--- config.mk ---
export PLATFORM = sky130hd
export DESIGN_NAME = decode_execute_stage
export DESIGN_NICKNAME = d
export VERILOG_FILES = /design/src/rtl/decode_execute_stage.sv
export SDC_FILE = /design/constraint.sdc
export NUM_CORES = 1
export LEC_CHECK = 0
export CAP_MARGIN = 20
export CORE_AREA = 2 2 148 150
export CTS_CLUSTER_SIZE = 20
export DETAILED_ROUTE_END_ITERATION = 8
export DIE_AREA = 0 0 150 152
export MAX_ROUTING_LAYER = met4
export PLACE_DENSITY = 0.73
export REMOVE_ABC_BUFFERS = 1
export SYNTH_ARGS = -nofsm -noshare
export SYNTH_HDL_FRONTEND = slang
export SYNTH_SLANG_ARGS = --single-unit
--- constraint.sdc ---
create_clock -name clk -period 1.4 [get_ports clk]
set_input_delay 0.28 -clock clk [delete_from_list [all_inputs] [get_ports clk]]
set_output_delay 0.28 -clock clk [all_outputs]
set_load 0.01 [all_outputs]
--- src/rtl/decode_execute_stage.sv ---
// Decode->Execute pipeline register with execute-operand forwarding muxes.
// Define PIPE_PERF_CNT_EN to add saturating bubble/flush performance counters.
module decode_execute_stage #(
    parameter int         DATA_WIDTH = 32,
    parameter logic [6:0] NOP_OPCODE = 7'b0010011
`ifdef PIPE_PERF_CNT_EN
    ,
    parameter int         CNT_WIDTH  = 32
`endif
) (
    input  logic                  clk,
    input  logic                  rst_n,
    input  logic                  D_E_en,
    input  logic                  no_op,
    input  logic                  flush,
    input  logic [DATA_WIDTH-1:0] d_pc,
    input  logic [DATA_WIDTH-1:0] d_imm,
    input  logic [DATA_WIDTH-1:0] d_rd1,
    input  logic [DATA_WIDTH-1:0] d_rd2,
    input  logic [4:0]            d_reg_a,
    input  logic [4:0]            d_reg_b,
    input  logic [4:0]            d_reg_d,
    input  logic [6:0]            d_opcode,
    input  logic [2:0]            d_funct3,
    input  logic                  d_reg_write_enable,
    input  logic                  d_mem_write,
    input  logic [1:0]            fwd_a,
    input  logic [1:0]            fwd_b,
    input  logic [DATA_WIDTH-1:0] m_alu_result,
    input  logic [DATA_WIDTH-1:0] w_result,
    output logic [DATA_WIDTH-1:0] E_pc,
    output logic [DATA_WIDTH-1:0] E_imm,
    output logic [4:0]            ex_reg_a,
    output logic [4:0]            ex_reg_b,
    output logic [4:0]            ex_reg_d,
    output logic [6:0]            E_opcode,
    output logic [2:0]            E_funct3,
    output logic                  E_reg_write_enable,
    output logic                  E_mem_write,
    output logic                  E_valid,
    output logic [DATA_WIDTH-1:0] E_src_a,
    output logic [DATA_WIDTH-1:0] E_src_b
`ifdef PIPE_PERF_CNT_EN
    ,
    output logic [CNT_WIDTH-1:0]  bubble_cnt,
    output logic [CNT_WIDTH-1:0]  flush_cnt
`endif
);

    logic [DATA_WIDTH-1:0] E_rd1;
    logic [DATA_WIDTH-1:0] E_rd2;

    // A bubble clears every control field in the same edge so the hazard unit
    // never sees register addresses that disagree with E_opcode.
    // NOTE: sequential state uses non-blocking assignments so every register
    // samples pre-edge values regardless of statement order.
    always_ff @(posedge clk or negedge rst_n) begin
        if (!rst_n) begin
            E_pc               <= '0;
            E_imm              <= '0;
            E_rd1              <= '0;
            E_rd2              <= '0;
            ex_reg_a           <= '0;
            ex_reg_b           <= '0;
            ex_reg_d           <= '0;
            E_opcode           <= NOP_OPCODE;
            E_funct3           <= '0;
            E_reg_write_enable <= 1'b0;
            E_mem_write        <= 1'b0;
            E_valid            <= 1'b0;
        end else if (flush || no_op) begin
            ex_reg_a           <= '0;
            ex_reg_b           <= '0;
            ex_reg_d           <= '0;
            E_opcode           <= NOP_OPCODE;
            E_reg_write_enable <= 1'b0;
            E_mem_write        <= 1'b0;
            E_valid            <= 1'b0;
        end else if (D_E_en) begin
            E_pc               <= d_pc;
            E_imm              <= d_imm;
            E_rd1              <= d_rd1;
            E_rd2              <= d_rd2;
            ex_reg_a           <= d_reg_a;
            ex_reg_b           <= d_reg_b;
            ex_reg_d           <= d_reg_d;
            E_opcode           <= d_opcode;
            E_funct3           <= d_funct3;
            E_reg_write_enable <= d_reg_write_enable;
            E_mem_write        <= d_mem_write;
            E_valid            <= 1'b1;
        end
    end

    // Select 2'b11 is reserved and falls back to the register-file value.
    // NOTE: each output gets a default before the case so no latch is inferred.
    always_comb begin
        E_src_a = E_rd1;
        case (fwd_a)
            2'b01:   E_src_a = m_alu_result;
            2'b10:   E_src_a = w_result;
            default: E_src_a = E_rd1;
        endcase
        E_src_b = E_rd2;
        case (fwd_b)
            2'b01:   E_src_b = m_alu_result;
            2'b10:   E_src_b = w_result;
            default: E_src_b = E_rd2;
        endcase
    end

`ifdef PIPE_PERF_CNT_EN
    // A simultaneous flush and no_op counts once, as a flush.
    always_ff @(posedge clk or negedge rst_n) begin
        if (!rst_n) begin
            bubble_cnt <= '0;
            flush_cnt  <= '0;
        end else if (flush) begin
            if (flush_cnt != '1) flush_cnt <= flush_cnt + 1'b1;
        end else if (no_op) begin
            if (bubble_cnt != '1) bubble_cnt <= bubble_cnt + 1'b1;
        end
    end
`endif

endmodule

---- Word-level counts from Yosys, hierarchy flattened ----
Cells that the tools add are included.
word-level totals
  register bits after elaboration ......... 156
  input bits .............................. 228
operators by class
  equality and inequality tests ........... 4
  multiplexer cells ....................... 16
  bitwise operators ....................... 1
  reduce and logical (&&, ||, !) cells .... 3
operator list
  operator            count
  $pmux 32 s2         2
  $mux 5              6
  $mux 7              2
  $mux 1              6
  $eq 2x1->1 const B  2
  $eq 2x2->1 const B  2
  $reduce_and 2->1    1
  $reduce_bool 2->1   1
  $logic_or 1x1->1    1
  $not 1->1           1

---- Longest topological paths before layout ----
Gate-level depths: netlist of run 1.
  depth in word-level cells ............... 3
  gate-level depth with buffers ........... 6
  gate-level depth less buffers ........... 4

---- Worst setup path before layout of run 1 ----
Ideal clock, no wire load.
  path kind ............................... input -> output
  start point ............................. input fwd_a[0]
  end point ............................... output E_src_a[0]
  arrival ................................. 1.275 ns
  data required time ...................... 1.120 ns
  path slack .............................. -0.155 ns
  cell stages on the path ................. 6
  path buffers ............................ 2
  path through ............................ inv_1 ha_1 clkbuf_1 clkbuf_1 nand2_1 o21ai_0
on the way
  longest elaborated chain between the ends .. 2
  elaborated cells between the ends (all ways) .. 3
RTL lines
  item                                             line  RTL
  start, declared                                  27    input logic [1:0] fwd_a,
  $eq 2x2->1 / $eq 2x1->1 (equally long branches)  99    case (fwd_a)
  $pmux 32 s2 (*)                                  99
  end, declared                                    41    output logic [DATA_WIDTH-1:0] E_src_a,
Every way passes the cells marked *; elsewhere a longest branch is shown, timed or not.

---- Final worst setup path of run 1 ----
  start point ............................. input fwd_b[0]
  end point ............................... output E_src_b[29]
on the way
  longest elaborated chain between the ends .. 2
  elaborated cells between the ends (all ways) .. 3
RTL lines
  item                                             line  RTL
  start, declared                                  28    input logic [1:0] fwd_b,
  $eq 2x2->1 / $eq 2x1->1 (equally long branches)  105   case (fwd_b)
  $pmux 32 s2 (*)                                  105
  end, declared                                    42    output logic [DATA_WIDTH-1:0] E_src_b
Marks and branches as above.

==> impl_metrics.json, run 1 <==
{
  "dp_hpwl_um": 17500,
  "async_flop_share_pct": 100,
  "ys_top_cells_by_count": "dfrtp_1 (153), mux2_1 (90), nand2_1 (67)",
  "critical_path_class": "primary input to primary output",
  "avgViaCountPerCell": 5.11,
  "antenna_found_initial": 3,
  "cts_root_buf": "clkbuf_16",
  "clock_latency_ns": 0.42,
  "finalHoldViolCount": 0,
  "rsz0062_at_grt": "yes",
  "slew_violations": 0,
  "yosysTopAreaCell": "dfrtp_1",
  "p_sw_share_pct": 30.3,
  "drv_cap": 0,
  "synth.most_common_cell": "dfrtp_1",
  "cts_tree": "built",
  "multi_input_area_um2": 3610,
  "worstMarginPinSlew_ns": 0.429,
  "grt_max_degree": 37,
  "fin_crit_sh_pct": 117,
  "num_vias": 6788,
  "slowest_stage": "ha_4",
  "drc": 0,
  "setup_viol": 64,
  "clkPwrFrac_pct": 31.8,
  "stdcell_count": 1329,
  "power.leakage_nw": 5.82,
  "hold_class": "primary input to asynchronous set/reset pin",
  "violations": "negative setup slack",
  "dpl_worst_slack_ns": -1.12,
  "nFillCells": 1654,
  "yosysUniqueCellTypes": 16,
  "core_um2": 21400,
  "crit_path_start_kind": "primary input",
  "final_core_util_pct": 62.8,
  "synth_top_area_share_pct": 54.2,
  "syn_area_um2": 7070,
  "die_w_um": 150,
  "path_cells": "buf_8 > buf_6 > ha_4 > buf_4 > buf_8 > a22oi_2 > o21ai_1 > buf_2",
  "status": "finished, violations left",
  "power.net_switching_mw": 4.59,
  "row_count": 54,
  "clock-skew-final_ns": 0,
  "synth_edf_count": 0,
  "timing.final.ws_setup_ns": -0.231,
  "seq_power_share_pct": 37.9,
  "dr.pass1.iters": 4,
  "cpPeakStageDelay_ns": 0.20,
  "seq_area_um2": 3910,
  "cts_buffers": 17,
  "crit_fanout": 6,
  "wl_per_cell_um": 21.4,
  "power.density_nw_per_um2": 1130,
  "finalPower_mw": 15.1,
  "gp_congestion": 0.828,
  "cp_data_arrival_time_ns": 1.35,
  "syn2layout_area_growth_pct": 89.7,
  "grt_use_total_pct": 24.3,
  "nNetsFinal": 1265,
  "max-clock-path-buffers": 2,
  "place.port_buffers": 383,
  "h-tree-depth": 4,
  "yosys-top-cells-area": "dfrtp_1 (54%), mux2_1 (14%), a22oi_1 (6.8%)",
  "cts_sinks": 156,
  "worstPathRequired_ns": 1.12,
  "dieArea_um2": 22800,
  "cp_common_cell": "buf_8",
  "drtIter0Drc": 266,
  "grt_pass1_wl_um": 41300,
  "p_int_mw": 10.5,
  "synth_ff_type": "dfrtp_1",
  "drt-total-wl_um": 28400,
  "fp.dieH_um": 152,
  "cp-end-kind": "primary output",
  "clk_pin_slew_ns": 0.07,
  "avgSynthCellArea_um2": 12.1,
  "final.min_clock_period_ns": 1.63,
  "synth_cells": 585,
  "post-place-cells": 1244,
  "ioPinCount": 384,
  "grt.overflow.total": 0,
  "peakVddDrop_mv": 0.773,
  "maxSlewHeadroom_pct": 71.4,
  "synth_seq_cells": 156,
  "fmax_mhz": 613,
  "final_layout_size_suffix_gt1_share_pct": 36.3,
  "ys_warn_count": 0,
  "comb_power_share_pct": 30.3,
  "grt_pass1_vias": 7435,
  "synth_seq_area_share_pct": 55.3,
  "final_antenna_net_count": 0,
  "start_util_pct": 33.1
}
[flip-flops by register name (all words and copies together), names as in the netlist]
register            count
E_imm                  32
E_pc                   32
E_rd1                  32
E_rd2                  32
E_opcode                7
ex_reg_a                5
ex_reg_b                5
ex_reg_d                5
E_funct3                3
E_mem_write             1
E_reg_write_enable      1
E_valid                 1
[cell usage in the layout (no fill, tap or decap), drive strengths merged, types with 2 or more instances in the layout]
| cell | synthesis | final |
|---|---|---|
| mux2 | 131 | 131 |
| mux2i | 24 | 24 |
| inv | 4 | 12 |
| dfstp | 3 | 3 |
| bufinv | 0 | 2 |
| clkbuf | 28 | 27 |
| a22oi | 64 | 64 |
| o21ai | 64 | 64 |
| diode | 0 | 3 |
| dfrtp | 153 | 153 |
| clkdlybuf4s50 | 0 | 211 |
| nand2 | 67 | 67 |
| nor2 | 24 | 24 |
| ha | 4 | 4 |
| dlygate4sd2 | 0 | 21 |
| buf | 17 | 155 |
| bufbuf | 0 | 2 |
| clkdlybuf4s15 | 0 | 74 |
| clkinv | 0 | 4 |
[stage by stage]
stage               cell area [um2]  hold slack [ns]  setup TNS (ns)
floorplan                      6850          -0.0156         -651.87
global placement              11500            0.194         -127.99
detailed placement            11500            0.190         -131.29
CTS                           13000            0.315           -8.65
global route                  13400            0.336          -11.07
finish                        13400            0.321           -9.33
[layer usage]
metal  vias to the layer above  GRT usage [%]  share of wire [%]
li1                       3012              -                  -
met4                         0           12.4                4.4
met5                         -              -                  0
met1                      3314           27.4                 38
met2                       376           39.0                 48
met3                        86           7.09                9.4
[worst max-delay path: cells and delay by family]
family,cells,cell delay (ns)
buffers and inverters,5,0.63
AO/OA/AOI/OAI,2,0.23
adder cells (fa/ha/maj),1,0.20
[power by group through the flow]
| stage | registers [mW] | clock network [mW] | logic, mW |
|---|---|---|---|
| 2_1_floorplan | 5.82 | 0 | 1.26 |
| 3_3_place_gp | 5.68 | 0 | 4.02 |
| 3_5_place_dp | 5.71 | 0 | 4.08 |
| 4_1_cts | 5.65 | 4.92 | 4.26 |
| 5_1_grt | 5.82 | 5.14 | 4.85 |
| 6_report | 5.73 | 4.81 | 4.58 |
[area by class of cell]
type,count,area share (%)
clock buffers,18,3.20
flip-flops and latches,156,29.1
inverters,4,0.168
repair buffers,474,36.6
multi-input cells,380,26.9
well taps,280,2.61
diodes,3,0.0560
clock inverters,14,1.30
[worst paths after layout]
check                                         from                      end  slack [ns]  depth (start not counted)
setup / recovery                          fwd_b[0]              E_src_b[29]       -0.23                          8
hold / removal                               rst_n    E_rd1[14]$_DFFE_PN0P_        0.32                          2
setup reg to reg           E_funct3[1]$_DFFE_PN0P_  E_funct3[1]$_DFFE_PN0P_        0.47                          2
hold reg to reg              E_imm[11]$_DFFE_PN0P_    E_imm[11]$_DFFE_PN0P_        0.48                          1
max in group asynchronous                    rst_n  E_opcode[1]$_DFFE_PN1P_        0.50                          3
min in group clk                             no_op  E_opcode[0]$_DFFE_PN1P_        0.33                          3
[timing repair]
| action | 4_1_cts | 5_1_grt |
|---|---|---|
| gates resized for setup | 625 | 157 |
| hold buffers | 1 | 0 |
| cloned | 19 | 7 |
| setup endpoints to repair | 264 | 127 |
| pin swaps | 46 | 35 |
| buffers inserted | 23 | 10 |
| hold endpoints to repair | 21 | 0 |
[kinds of logic after synthesis]
logic type | count (synthesis) | synth area share [%]
flip-flops | 156 | 55.3
buffers and inverters | 49 | 3.29
multiplexers | 155 | 24.3
adder cells (fa/ha/maj) | 4 | 0.708
AO/OA/AOI/OAI | 128 | 11.3
AND/OR/NAND/NOR | 93 | 5.10
Note: power is estimated with default switching activity, not from simulation.
==> inputs of run 2 (changes only) <==
--- a/config.mk
+++ b/config.mk
@@ -6,12 +6,12 @@
 export NUM_CORES = 1
 export LEC_CHECK = 0
 export CAP_MARGIN = 20
-export CORE_AREA = 2 2 148 150
+export CORE_AREA = 2 2 149 151
 export CTS_CLUSTER_SIZE = 20
 export DETAILED_ROUTE_END_ITERATION = 8
-export DIE_AREA = 0 0 150 152
+export DIE_AREA = 0 0 151 153
 export MAX_ROUTING_LAYER = met4
-export PLACE_DENSITY = 0.73
+export PLACE_DENSITY = 0.7
 export REMOVE_ABC_BUFFERS = 1
 export SYNTH_ARGS = -nofsm -noshare
 export SYNTH_HDL_FRONTEND = slang
==> constraint.sdc (replaced) <==
create_clock -name clk -period 2.1 [get_ports clk]
set_input_delay 0.42 -clock clk [delete_from_list [all_inputs] [get_ports clk]]
set_output_delay 0.42 -clock clk [all_outputs]
set_load 0.01 [all_outputs]
==> run 2 against run 1 <==
The flow now finishes without violations. Highest routed layer unchanged. Critical path type unchanged. Sequential share of layout area up 2.7 points. Via count down 6.2%. Sequential power decreased by 34%.
==> impl_metrics.json, run 2 (synthesis gave the netlist of run 1 again) <==
{
  "fmax_mhz": 485,
  "dr.pass1.iters": 5,
  "critical_path_class": "primary input to primary output",
  "max-clock-path-buffers": 2,
  "crit_fanout": 15,
  "avgViaCountPerCell": 4.95,
  "critPathTopFamily": "buffers and inverters",
  "cp_num_buf_inv": 5,
  "tns_ns": 0,
  "drc": 0,
  "nFillCells": 1843,
  "final_core_util_pct": 57.1,
  "peakVddDrop_mv": 0.497,
  "power.net_switching_mw": 2.78,
  "grt_max_degree": 52,
  "drtIter0Drc": 212,
  "clk_pin_slew_ns": 0.07,
  "holdPathStages": 1,
  "ioPinCount": 384,
  "cp.depth": 8,
  "final.min_clock_period_ns": 2.06,
  "crit_path_start_kind": "primary input",
  "timing.final.ws_setup_ns": 0.0361,
  "place.port_buffers": 383,
  "num_vias": 6364,
  "wl_per_cell_um": 19.1,
  "cp_common_cell": "clkdlybuf4s15_2",
  "power.leakage_nw": 5.18,
  "cp-end-kind": "primary output",
  "clock-skew-final_ns": 0,
  "worstMarginPinSlew_ns": 0.570,
  "gp_congestion": 0.809,
  "dp_hpwl_um": 17800,
  "worstPathRequired_ns": 1.68,
  "r2r_cells": 1,
  "comb_power_share_pct": 28.6,
  "cts_buffers": 17,
  "final_antenna_net_count": 0,
  "r2r_setup_slack_ns": 1.26,
  "cts_root_buf": "clkbuf_16",
  "finalHoldViolCount": 0,
  "drv_cap": 0,
  "grt_use_total_pct": 21.2,
  "cp_data_arrival_time_ns": 1.64,
  "cpPeakStageDelay_ns": 0.23,
  "mostFrequentLayoutCells": "clkdlybuf4s50_1 (314), dfrtp_1 (153), mux2_1 (90)",
  "grt_pass1_vias": 6699,
  "drt-total-wl_um": 24500,
  "maxSlewHeadroom_pct": 62.0,
  "dieArea_um2": 23100,
  "setup_viol": 0,
  "seq_power_share_pct": 39.7,
  "rsz0062_at_grt": "yes",
  "clock_latency_ns": 0.42,
  "path_cells": "clkdlybuf4s15_2 > inv_1 > ha_4 > buf_16 > buf_4 > a22oi_1 > o21ai_1 > clkdlybuf4s15_2",
  "grt_pass1_wl_um": 36600,
  "nNetsFinal": 1223,
  "syn2layout_area_growth_pct": 73.6,
  "dpl_worst_slack_ns": -0.609,
  "p_int_mw": 6.71,
  "cts_sinks": 156,
  "antenna_found_initial": 0,
  "fp.dieH_um": 153,
  "die_w_um": 151,
  "slowest_stage": "clkdlybuf4s15_2",
  "cts_tree": "built",
  "final_common_cell": "clkdlybuf4s50_1",
  "h-tree-depth": 4,
  "power.density_nw_per_um2": 773,
  "final_layout_size_suffix_gt1_share_pct": 19.3,
  "row_count": 54,
  "clkPwrFrac_pct": 31.7,
  "grt.overflow.total": 0,
  "start_util_pct": 32.9,
  "hold_class": "flop to flop",
  "slew_violations": 0,
  "core_um2": 21500,
  "p_sw_share_pct": 29.3,
  "fin_crit_sh_pct": 98.3,
  "status": "completed"
}
[run 2: layout make-up]
cell class | instances | area, um2 | area share (%)
clock buffer | 18 | 429 | 3.50
timing repair buffer | 432 | 4400 | 35.8
antenna | 1 | 2.50 | 0.0204
multi-input combinational | 380 | 3020 | 24.6
sequential | 156 | 3910 | 31.8
clock inverter | 14 | 150 | 1.22
inverter | 4 | 15.0 | 0.122
tap | 280 | 350 | 2.86
[run 2: final timing paths]
path                                       startpoint                 endpoint
worst max-delay path                         fwd_a[1]               E_src_a[4]
worst min-delay path             E_rd1[9]$_DFFE_PN0P_     E_rd1[9]$_DFFE_PN0P_
worst max register to register  E_rd1[23]$_DFFE_PN0P_    E_rd1[23]$_DFFE_PN0P_
min in group asynchronous                       rst_n     E_rd1[1]$_DFFE_PN0P_
max in group asynchronous                       rst_n  E_opcode[0]$_DFFE_PN1P_
worst min register to register   E_rd1[9]$_DFFE_PN0P_     E_rd1[9]$_DFFE_PN0P_
[run 2: routing by layer]
layer	global-route usage, %	part of all wire [%]	vias to the layer above
met5	-	0	-
met4	6.76	2.4	0
met3	7.04	9.8	38
met2	34.8	49	317
met1	24.5	39	3104
li1	-	-	2905
[run 2: stage by stage]
stage                     cells  instance area [um2]  power, mW  hold slack [ns]
final                      1285                12300       9.49            0.485
after global routing       1284                12300       9.96            0.503
after CTS                  1283                12300       9.60            0.490
after detailed placement   1238                11500       6.53            0.441
after global placement     1238                11500       6.49            0.431
after floorplan             540                 6850       4.71            0.124
[run 2: power groups by stage]
stage	Sequential [mW]	Combinational [mW]	Clock, mW
floorplan	3.88	0.838	0
global placement	3.80	2.69	0
detailed placement	3.82	2.72	0
CTS	3.77	2.74	3.10
global route	3.82	2.91	3.23
finish	3.76	2.72	3.01
[run 2: repair_timing]
action                                  CTS  global route
gates resized for setup                 238            59
hold endpoints to repair                 31             0
buffers inserted                          6             0
hold buffers                              1             0
endpoints found under the setup margin   64            42
pin swaps                                 4             2
gates cloned                              6             1
==> RTL change 1, RTL diff (config.mk and constraints of run 2) <==
Build with the macro `PIPE_PERF_CNT_EN` defined.
--- a/src/rtl/decode_execute_stage.sv
+++ b/src/rtl/decode_execute_stage.sv
@@ -2,2 +2,4 @@
 // Define PIPE_PERF_CNT_EN to add saturating bubble/flush performance counters.
+`define PIPE_PERF_CNT_EN
+
 module decode_execute_stage #(
Function (old outputs only; new: bubble_cnt and flush_cnt): kept (equiv_simple and equiv_induct, registers matched by name and starting in step).
==> RTL change 1 against run 2 <==
Worst hold slack got worse by 0.071 ns. Worst setup slack got worse by 0.0029 ns. Fmax decreased by 0.14%. Synthesized area increased by 43%. Wire length increased by 67%. Clock skew increased by 0.020 ns. First-iteration DRC count increased to 3.2 times the old value. Sequential cell count increased by 64. Power increased by 36%. Die area unchanged. Cell area increased by 35%. Count of clock-buffer cells in the layout increased by 24. Critical path type unchanged.
==> RTL change 1: results <==
<?xml version="1.0" encoding="UTF-8"?>
<metrics>
  <group name="clock_network">
    <metric name="ctsLongestPathBuffers" unit="">3</metric>
    <metric name="clock_insertion_delay_worst_skew" unit="ns">0.53</metric>
    <metric name="h_tree_lvls" unit="">1</metric>
    <metric name="tritoncts.num_buffers" unit="">25</metric>
  </group>
  <group name="worst_setup_path">
    <metric name="critical_path_end" unit="">E_src_a[24]</metric>
    <metric name="r2r.worst_path.cells" unit="">5</metric>
    <metric name="reg2reg_to" unit="">bubble_cnt[27]</metric>
    <metric name="reg2reg_slack" unit="ns">0.11</metric>
    <metric name="critical_path_peak_fanout" unit="">10</metric>
  </group>
  <group name="placement">
    <metric name="pre_cts_ws" unit="ns">-0.7883</metric>
    <metric name="placement.cell_area" unit="µm²">15580</metric>
  </group>
  <group name="timing">
    <metric name="worst_slew_margin_relative_to_its_limit" unit="">0.7211</metric>
    <metric name="whs" unit="ns">0.4135</metric>
    <metric name="clock-skew-final" unit="ns">0.01981</metric>
  </group>
  <group name="layout">
    <metric name="layout-drive-gt1-share" unit="">0.1413</metric>
    <metric name="seqCellArea" unit="µm²">5509</metric>
    <metric name="n_all_inverters" unit="">5</metric>
    <metric name="nNonClkBuffers" unit="">543</metric>
    <metric name="num-multi-input-gates" unit="">842</metric>
    <metric name="clock_buffer_count" unit="">42</metric>
    <metric name="post-route-util" unit="">0.7711</metric>
    <metric name="fill_cells" unit="">1539</metric>
    <metric name="share_of_cell_area_taken_by_multi_input_logic_gates" unit="">0.2719</metric>
  </group>
  <group name="global_route">
    <metric name="grt_pass1_vias" unit="">10720</metric>
    <metric name="met1_track_usage_gr" unit="">0.4421</metric>
    <metric name="grtUsageTotal" unit="">0.3574</metric>
    <metric name="grt_max_degree" unit="">66</metric>
    <metric name="initial_antenna_violation_count" unit="">11</metric>
    <metric name="met3_usage" unit="">0.1024</metric>
  </group>
  <group name="drt">
    <metric name="drt_first_iter_violations" unit="">678</metric>
    <metric name="wl_per_cell" unit="µm">20.95</metric>
  </group>
  <group name="yosys">
    <metric name="synth-seq-area-share" unit="">0.5446</metric>
    <metric name="commonest_cells_in_the_netlist" unit="">sky130_fd_sc_hd__nand2_1, sky130_fd_sc_hd__dfrtp_1, sky130_fd_sc_hd__o21ai_0</metric>
    <metric name="syn_avg_cell_area" unit="µm²">8.936</metric>
    <metric name="synth-adder-area-share" unit="">0.007421</metric>
    <metric name="fraction_of_synthesized_cell_area_in_xor_and_xnor_cells" unit="">0.04675</metric>
  </group>
  <group name="run_status">
    <metric name="status" unit="">finished, final reports clean</metric>
  </group>
  <group name="hold_path">
    <metric name="hold_path.class" unit="">in -&gt; async</metric>
  </group>
  <group name="power_and_ir_drop">
    <metric name="power.total" unit="mW">12.90</metric>
    <metric name="clk-power" unit="mW">4.28</metric>
  </group>
</metrics>
RTL change 1: cell count changes in the layout (fill, tap and decap cells not counted), moves of 31 or more:
cell / run 2 / this run
sky130_fd_sc_hd__buf_4: 15 / 68
sky130_fd_sc_hd__clkdlybuf4s50_1: 314 / 378
sky130_fd_sc_hd__dfrtp_1: 153 / 217
sky130_fd_sc_hd__mux2_1: 90 / 0
sky130_fd_sc_hd__mux2_2: 41 / 4
sky130_fd_sc_hd__nand2_1: 67 / 485
sky130_fd_sc_hd__xnor2_1: 0 / 31
RTL change 1: kinds of logic after synthesis:
kind of cell    after synthesis
xor+xnor                     54
fa+ha+maj                     6
mux                           5
buf+inv                      70
simple gates                604
flops                       220
compound gates              173
RTL change 1: repair_timing:
item / in CTS / in global routing
endpoints found under the setup margin: 64 / 45
hold buffers: 1 / 0
buffers inserted: 5 / 0
cloned: 3 / 1
endpoints found under the hold margin: 41 / 0
pin swaps: 5 / 3
resized for setup: 266 / 52
==> RTL change 2, RTL diff (flow settings as in run 2) <==
Without the edit above. Add an input register stage for `w_result`, without a reset; this delays it by one clock. The other inputs are not delayed to match.
--- a/src/rtl/decode_execute_stage.sv
+++ b/src/rtl/decode_execute_stage.sv
@@ -48,2 +48,8 @@
 );
+
+    logic [DATA_WIDTH-1:0] w_result_q;
+
+    always_ff @(posedge clk) begin
+        w_result_q <= w_result;
+    end
 
@@ -100,3 +106,3 @@
             2'b01:   E_src_a = m_alu_result;
-            2'b10:   E_src_a = w_result;
+            2'b10:   E_src_a = w_result_q;
             default: E_src_a = E_rd1;
@@ -106,3 +112,3 @@
             2'b01:   E_src_b = m_alu_result;
-            2'b10:   E_src_b = w_result;
+            2'b10:   E_src_b = w_result_q;
             default: E_src_b = E_rd2;
Check against the original RTL: not equivalent (a bounded check fails within 4 cycles, from zero or initial values and one cycle with rst_n low).
==> RTL change 2 against run 2 <==
Power is 9.4% higher. Utilization is 2.4 points higher. Cell area is 4.2% higher. Cell count is 1.9% higher. Sequential cell count is 32 higher. Largest cell class is now sequential cells. Worst setup slack worse by 0.028 ns. Wire length is 7.4% higher. Synthesized area is 9.1% higher. Synthesized cell count is 5.5% higher.
==> RTL change 2: results <==
<?xml version="1.0" encoding="UTF-8"?>
<metrics>
  <group name="power_and_ir_drop">
    <metric name="power.leakage" unit="nW">5.409</metric>
    <metric name="peakVddDrop" unit="µV">543.9</metric>
  </group>
  <group name="yosys">
    <metric name="syn_avg_cell_area" unit="µm²">12.49</metric>
    <metric name="netlist_top_cells_area" unit="">sky130_fd_sc_hd__dfrtp_1, sky130_fd_sc_hd__mux2_1, sky130_fd_sc_hd__dfxtp_1</metric>
    <metric name="synth-seq-area-share" unit="">0.5901</metric>
    <metric name="synth.lib_cells_used.distinct" unit="">17</metric>
  </group>
  <group name="drt">
    <metric name="detail_route.wirelength" unit="µm">26320</metric>
    <metric name="drt-pass1-iter-count" unit="">4</metric>
    <metric name="wl_per_cell" unit="µm">20.11</metric>
    <metric name="wl_met2" unit="µm">13020</metric>
    <metric name="wl_met1" unit="µm">10370</metric>
    <metric name="wl_met3" unit="µm">1968</metric>
    <metric name="drt_first_iter_violations" unit="">261</metric>
  </group>
  <group name="global_route">
    <metric name="met3_usage" unit="">0.06239</metric>
    <metric name="grt_max_degree" unit="">50</metric>
    <metric name="grtUsageTotal" unit="">0.2308</metric>
    <metric name="met1_track_usage_gr" unit="">0.2630</metric>
    <metric name="first_pass_grt_wire_length" unit="µm">39170</metric>
    <metric name="grt_pass1_vias" unit="">7020</metric>
  </group>
  <group name="placement">
    <metric name="dpl.cell_count" unit="">1268</metric>
    <metric name="gp_routability_congestion" unit="">0.8453</metric>
    <metric name="placement.cell_area" unit="µm²">12130</metric>
  </group>
  <group name="worst_setup_path">
    <metric name="crit_arrival" unit="ns">1.67</metric>
    <metric name="reg2reg_slack" unit="ns">1.28</metric>
    <metric name="critical_path_peak_fanout" unit="">29</metric>
  </group>
  <group name="layout">
    <metric name="nNetsFinal" unit="">1248</metric>
    <metric name="antenna_cells_inserted" unit="">0</metric>
    <metric name="fill_cells" unit="">1774</metric>
    <metric name="layout-drive-gt1-share" unit="">0.1934</metric>
  </group>
  <group name="timing">
    <metric name="postLayoutSetupSlackWorst" unit="ns">0.007788</metric>
    <metric name="tightest_slew" unit="ns">0.4429</metric>
  </group>
  <group name="clock_network">
    <metric name="clk_pin_slew_worst_setup_hold_paths" unit="ns">0.09</metric>
    <metric name="ctsLongestPathBuffers" unit="">2</metric>
  </group>
  <group name="hold_path">
    <metric name="hold_path.class" unit="">in -&gt; reg</metric>
  </group>
  <group name="run_status">
    <metric name="status" unit="">finished, final reports clean</metric>
  </group>
</metrics>
## RTL change 2: cell count changes in the layout (fill, tap and decap cells not counted), moves of 3 or more
cell / run 2 / this run
sky130_fd_sc_hd__inv_6: 2 / 7
sky130_fd_sc_hd__inv_8: 6 / 2
sky130_fd_sc_hd__dfxtp_1: 0 / 32
sky130_fd_sc_hd__clkinv_8: 2 / 5
sky130_fd_sc_hd__buf_2: 38 / 22
sky130_fd_sc_hd__buf_16: 6 / 3
sky130_fd_sc_hd__clkdlybuf4s15_1: 10 / 1
sky130_fd_sc_hd__clkbuf_2: 12 / 37
sky130_fd_sc_hd__o21ai_0: 40 / 47
sky130_fd_sc_hd__buf_12: 22 / 19
sky130_fd_sc_hd__o21ai_1: 22 / 13
## RTL change 2: critical path, cell delays in order
cell and delay (ns):
sky130_fd_sc_hd__clkdlybuf4s15_2 0.23, sky130_fd_sc_hd__inv_1 0.09, sky130_fd_sc_hd__ha_4 0.34, sky130_fd_sc_hd__buf_12 0.18, sky130_fd_sc_hd__nand2_1 0.06, sky130_fd_sc_hd__o21ai_0 0.06
sky130_fd_sc_hd__dlygate4sd2_1 0.28
## RTL change 2: path summary, 6_finish.rpt
path,startpoint,endpoint,cells past startpoint
worst max register to register,E_funct3[0],E_funct3[0],1
worst min-delay path,w_result[19],w_result_q[19],1
min in group asynchronous,rst_n,ex_reg_a[1],2
worst max-delay path,fwd_b[0],E_src_b[14],7
max in group asynchronous,rst_n,E_pc[25],3
worst min register to register,E_imm[11],E_imm[11],1
## RTL change 2: area by class of cell
class	count	area [µm²]	area share
inverter	4	15.01	0.001175
multi-input combinational	380	3030	0.2371
clock inverter	14	165.2	0.01292
timing repair buffer	425	4235	0.3313
sequential	188	4548	0.3558
tap	280	350.3	0.02741
clock buffer	18	439.2	0.03435
## RTL change 2: repair_timing
item | 4_1_cts | 5_1_grt
endpoints found under the hold margin | 37 | 0
hold buffers | 1 | 0
endpoints found under the setup margin | 64 | 55
gates resized for setup | 200 | 96
setup buffers | 3 | 0
gates cloned | 4 | 1
pin swaps | 3 | 0
## RTL change 2: power breakdown
group | internal, mW | switching (mW) | leakage, nW
Sequential | 4.14 | 0.280 | 2.15
Combinational | 1.57 | 1.11 | 2.96
Clock | 1.65 | 1.63 | 0.295
Total | 7.36 | 3.03 | 5.41
## RTL change 2: logic make-up (layout without fill, tap and decap cells)
family / Yosys count / count (layout) / share of synthesized area
adder cells (fa/ha/maj): 4 / 4 / 0.006494
flip-flops: 188 / 188 / 0.5901
multiplexers: 155 / 155 / 0.2226
AND/OR/NAND/NOR: 93 / 93 / 0.04675
buffers and inverters: 49 / 461 / 0.03019
AO/OA/AOI/OAI: 128 / 128 / 0.1039
